## src/rtl/mvm_seq_sat.sv

```systemverilog
// Row-sequential saturating matrix-vector multiply: one output row per clock, result held until accepted.
// Optional per-row saturation flags are enabled by defining MVM_SAT_FLAG_EN.
module mvm_seq_sat #(
    parameter int N      = 8,
    parameter int S      = 8,
    parameter int R      = 4,
    parameter int SIGNED = 0
) (
    input  logic             CLOCK_50,
    input  logic             reset_n,
    input  logic             in_valid,
    output logic             in_ready,
    input  logic [R*S*N-1:0] w,
    input  logic [S*N-1:0]   u,
    output logic             out_valid,
    input  logic             out_ready,
    output logic [R*N-1:0]   v
`ifdef MVM_SAT_FLAG_EN
    ,
    output logic [R-1:0]     sat_flag
`endif
);

    localparam int RW = (R > 1) ? $clog2(R) : 1;
    // Wide enough that neither a full product nor a clamped-operand sum can wrap.
    localparam int PW = 2 * N + 2;

    localparam logic signed [PW-1:0] ONE  = PW'(1);
    localparam logic signed [PW-1:0] MAXV = (SIGNED != 0) ? (ONE <<< (N - 1)) - ONE : (ONE <<< N) - ONE;
    localparam logic signed [PW-1:0] MINV = (SIGNED != 0) ? -(ONE <<< (N - 1)) : PW'(0);

    typedef enum logic [1:0] {
        IDLE,
        COMPUTE,
        DONE
    } state_e;

    state_e             state_q, state_d;
    logic [RW-1:0]      row_q, row_d;
    logic [R*S*N-1:0]   w_q, w_d;
    logic [S*N-1:0]     u_q, u_d;
    logic [R*N-1:0]     v_q, v_d;
    logic [N-1:0]       row_v;
    logic signed [PW-1:0] prod, m, sum, acc, acc_n;
`ifdef MVM_SAT_FLAG_EN
    logic [R-1:0]       flag_q, flag_d;
    logic               row_sat;
`endif

    function automatic logic signed [PW-1:0] ext(input logic [N-1:0] e);
        if (SIGNED != 0) begin
            return {{(PW - N){e[N-1]}}, e};
        end
        return {{(PW - N){1'b0}}, e};
    endfunction

    function automatic logic signed [PW-1:0] clamp(input logic signed [PW-1:0] x);
        if (x > MAXV) begin
            return MAXV;
        end
        if (x < MINV) begin
            return MINV;
        end
        return x;
    endfunction

    // Accumulation is folded strictly in column order; reordering changes saturated results.
    always_comb begin
        prod  = '0;
        m     = '0;
        sum   = '0;
        acc   = '0;
        acc_n = '0;
`ifdef MVM_SAT_FLAG_EN
        row_sat = 1'b0;
`endif
        for (int unsigned i = 0; i < S; i++) begin
            prod  = ext(w_q[(int'(row_q) * S + i) * N +: N]) * ext(u_q[i * N +: N]);
            m     = clamp(prod);
            sum   = (i == 0) ? m : acc + m;
            acc_n = clamp(sum);
`ifdef MVM_SAT_FLAG_EN
            row_sat = row_sat | (m != prod) | (acc_n != sum);
`endif
            acc = acc_n;
        end
        row_v = acc[N-1:0];
    end

    always_ff @(posedge CLOCK_50 or negedge reset_n) begin
        if (!reset_n) begin
            state_q <= IDLE;
            row_q   <= '0;
            w_q     <= '0;
            u_q     <= '0;
            v_q     <= '0;
`ifdef MVM_SAT_FLAG_EN
            flag_q  <= '0;
`endif
        end else begin
            state_q <= state_d;
            row_q   <= row_d;
            w_q     <= w_d;
            u_q     <= u_d;
            v_q     <= v_d;
`ifdef MVM_SAT_FLAG_EN
            flag_q  <= flag_d;
`endif
        end
    end

    always_comb begin
        state_d = state_q;
        row_d   = row_q;
        w_d     = w_q;
        u_d     = u_q;
        v_d     = v_q;
`ifdef MVM_SAT_FLAG_EN
        flag_d  = flag_q;
`endif
        case (state_q)
            IDLE: begin
                if (in_valid) begin
                    w_d     = w;
                    u_d     = u;
                    row_d   = '0;
                    state_d = COMPUTE;
                end
            end
            COMPUTE: begin
                v_d[int'(row_q) * N +: N] = row_v;
`ifdef MVM_SAT_FLAG_EN
                flag_d[row_q] = row_sat;
`endif
                if (row_q == RW'(R - 1)) begin
                    row_d   = '0;
                    state_d = DONE;
                end else begin
                    row_d = row_q + RW'(1);
                end
            end
            DONE: begin
                if (out_ready) begin
                    state_d = IDLE;
                end
            end
            default: state_d = IDLE;
        endcase
    end

    always_comb begin
        in_ready  = reset_n && (state_q == IDLE);
        out_valid = (state_q == DONE);
        v         = v_q;
`ifdef MVM_SAT_FLAG_EN
        sat_flag  = flag_q;
`endif
    end

endmodule

```

## config.mk

```make
export PLATFORM = sky130hd
export DESIGN_NAME = mvm_seq_sat
export DESIGN_NICKNAME = d
export VERILOG_FILES = /design/src/rtl/mvm_seq_sat.sv
export SDC_FILE = /design/constraint.sdc
export NUM_CORES = 2
export LEC_CHECK = 0
export CAP_MARGIN = 30
export CORE_MARGIN = 4
export CORE_UTILIZATION = 60
export CTS_CLUSTER_SIZE = 40
export DETAILED_ROUTE_END_ITERATION = 12
export PLACE_DENSITY = 0.89
export REMOVE_ABC_BUFFERS = 1
export SYNTH_ARGS = -nofsm -noshare
export SYNTH_HDL_FRONTEND = slang
export SYNTH_SLANG_ARGS = --single-unit
```

## constraint.sdc

```tcl
create_clock -name CLOCK_50 -period 62.7 [get_ports CLOCK_50]
set_input_delay 9.405 -clock CLOCK_50 [delete_from_list [all_inputs] [get_ports CLOCK_50]]
set_output_delay 9.405 -clock CLOCK_50 [all_outputs]
set_load 0.02 [all_outputs]
```

==> results.md <==
- H-tree lvl count: 2
- RSZ-0062 raised after global routing: no
- Die height: 259 um
- DP Wirelength: 73700 um
- Yosys reg bits: 356
- Vias per cell: 5.90
- Max clock buf depth: 3
- Fin nets: 5267
- CP Max Fanout: 32
- Number of synthesized flops with an enable pin: 0
- Most used DFF post-synth: dfrtp_1
- Starting Density: 61.0%
- Clk sinks: 356
- Post-synth top cells: 460 x inv_1, 405 x ha_1, 356 x dfrtp_1, 350 x nand2_1, 326 x mux2_2
- CP dominant cell by count: fa_1
- Distinct cell type count after synthesis: 82
- Dominant cell type by area after synthesis: dfrtp_1
- Worst slew pin tran: 1020 ps
- Synthesized area per cell: 9.94 um^2
- Initial antenna violation count: 5
- Status: complete, no violations
- Synth area leaders: dfrtp_1 23%, fa_1 16%, ha_1 13%
- Crit path max-delay cell type: dfrtp_4
- GP Congestion: 0.914
- Yosys top cell area share: 23.5%
- Inserted Clock Buffers: 40
- Kind of critical path: register to register
- Ports: 358
- Post_cts resized: 0
- Largest net degree at the start of global routing: 149
- Tot GR Track Use: 29.0%
- Layout Skew: 43.5 ps
- Post-DRT Antenna Nets: 0
- Hold Crit Class: register to register
- Critical path launch point type: register
- Worst EP arrival: 24950 ps
- DRT Pass-1 Iters: 6
- Slowest stage delay, CP: 740 ps
- Gr ovfl total: 0
- Share of cells above drive strength 1: 12.1%
- Port Buffers: 357
- Count leader, synth: inv_1
- Fin crit share: 39.1%
- Critical Path RT: 63120 ps
- DRT iter0 DRCs: 2333
- Die ar.: 67300 um^2
- Sequential share of the synthesized area: 23.5%
- Post-Syn Area: 37900 um^2
- Max Clk Rate: 40.8 MHz
- Max Cap Violations: 0
- Final setup viols: 0
- Row count: 91
- Synth Warn #: 0
- Clock Pin Slew Worst Setup and Hold Paths: 60 ps
- CTS tree: done
- Post-synth ARST share: 100%
- CTS root buffer: clkbuf_16
- Number of global-route vias before repair: 31673
- Global-route wire length before repair: 160000 um
- TNS Setup: 0 ps
- Final Hold Vio Count: 0
- Final Slew Violations: 0
- Post-route DRC: 0
- Via count: 30184
- Gate Count Post-Synth: 3813
- Max-slew headroom: 31.2%
- Clock Latency Late Sink: 590 ps
- Min cycle time layout: 24530 ps
- WL final: 96500 um
- Post-CTS setup buffer count: 0
- CP endpoint kind: register
- Wirelength per Cell: 18.9 um
- P&R area growth vs syn: 16.3%
- Core footprint: 62200 um^2
- CTS Hold Bufs: 0
- Die width: 259 um
[worst max-delay path, delay by kind of cell (launching register included)]
family | cells | cell delay, ps
AO/OA/AOI/OAI | 30 | 8410
adder cells (fa/ha/maj) | 19 | 7100
buffers and inverters | 4 | 1100
flip-flops | 1 | 740
multiplexers | 6 | 1820
AND/OR/NAND/NOR | 21 | 5150
[final cells by class]
| class | instances | area, um^2 |
|---|---|---|
| repair buffers | 377 | 3740 |
| fillers | 4358 | 18100 |
| flip-flops and latches | 356 | 8920 |
| clock buffers | 51 | 1080 |
| clock inverters | 21 | 256 |
| well taps | 837 | 1050 |
| diodes | 3 | 7.51 |
| inverters | 460 | 1730 |
| multi-input cells | 3008 | 27300 |
[metrics by stage]
step	instance area [um^2]	worst slack (ps)	instances	util, %	hold slack [ps]
floorplan	37900	28020	3824	-	475
global placement	42700	39160	5037	68.7	483
detailed placement	42700	38470	5038	68.7	490
CTS	44100	38310	5110	70.9	505
global route	44100	36440	5113	70.9	513
finish	44100	38170	5113	70.9	502
[cell usage in the layout (no fill, tap or decap), types with 9 or more instances in the layout]
master,n
or3_1,13
clkdlybuf4s50_1,356
or2_2,13
a21o_1,54
xor2_1,44
a21oi_1,154
nor2_1,142
o21a_1,20
mux2i_1,20
nand4_1,16
fa_1,295
o21bai_1,32
nand2b_1,33
a2111oi_0,15
nand3_1,65
inv_1,460
nor2b_1,11
o21ai_0,99
a221oi_1,9
buf_4,18
nand2_1,350
dfrtp_1,354
nor3_1,76
nand3b_1,29
a211oi_1,35
conb_1,112
o211ai_1,24
and2_1,300
clkbuf_16,40
a2111o_1,10
xnor2_1,60
ha_1,405
a31oi_1,24
nor3b_1,9
mux4_2,64
mux2_2,326
[per-layer routing]
| layer | vias to the layer above | track usage, % | wire length (um) |
|---|---|---|---|
| li1 | 13960 | - | - |
| met4 | 2 | 9.86 | 3530 |
| met2 | 1109 | 49.7 | 47600 |
| met5 | - | 0 | 16 |
| met1 | 14884 | 37.5 | 39200 |
| met3 | 229 | 4.85 | 6180 |
[sequential cells by signal, indices dropped and copies added (netlist names)]
| signal | count |
|---|---|
| row_q | 2 |
| state_q | 2 |
| u_q | 64 |
| v | 32 |
| w_q | 256 |
[path summary, 6_finish.rpt]
kind                               start  endpoint  slack [ps]  cells after the start
worst max-delay path            row_q[0]     v[16]       38170                     80
worst min register to register  w_q[166]  w_q[166]         500                      1
worst min-delay path            w_q[166]  w_q[166]         500                      1
min in group asynchronous        reset_n  w_q[135]        8800                      1
worst max register to register  row_q[0]     v[16]       38170                     80
max in group asynchronous        reset_n   w_q[33]       51850                      3
[kinds of logic (layout without fill, tap and decap cells)]
kind of cell    count (synthesis)  count (layout)  share of synthesized area (%)
simple gates                 1105            1105                           14.9
fa+ha+maj                     700             700                           28.9
compound gates                577             577                           10.6
buf+inv                       560             909                           5.60
mux                           410             410                           14.0
flops                         356             356                           23.5
xor+xnor                      104             104                           2.40
other cells                     1             115                        0.00989
Power is left out: the tool's default activity adds up to more than one toggle a clock period on the data nets, which glitch-free logic cannot reach.
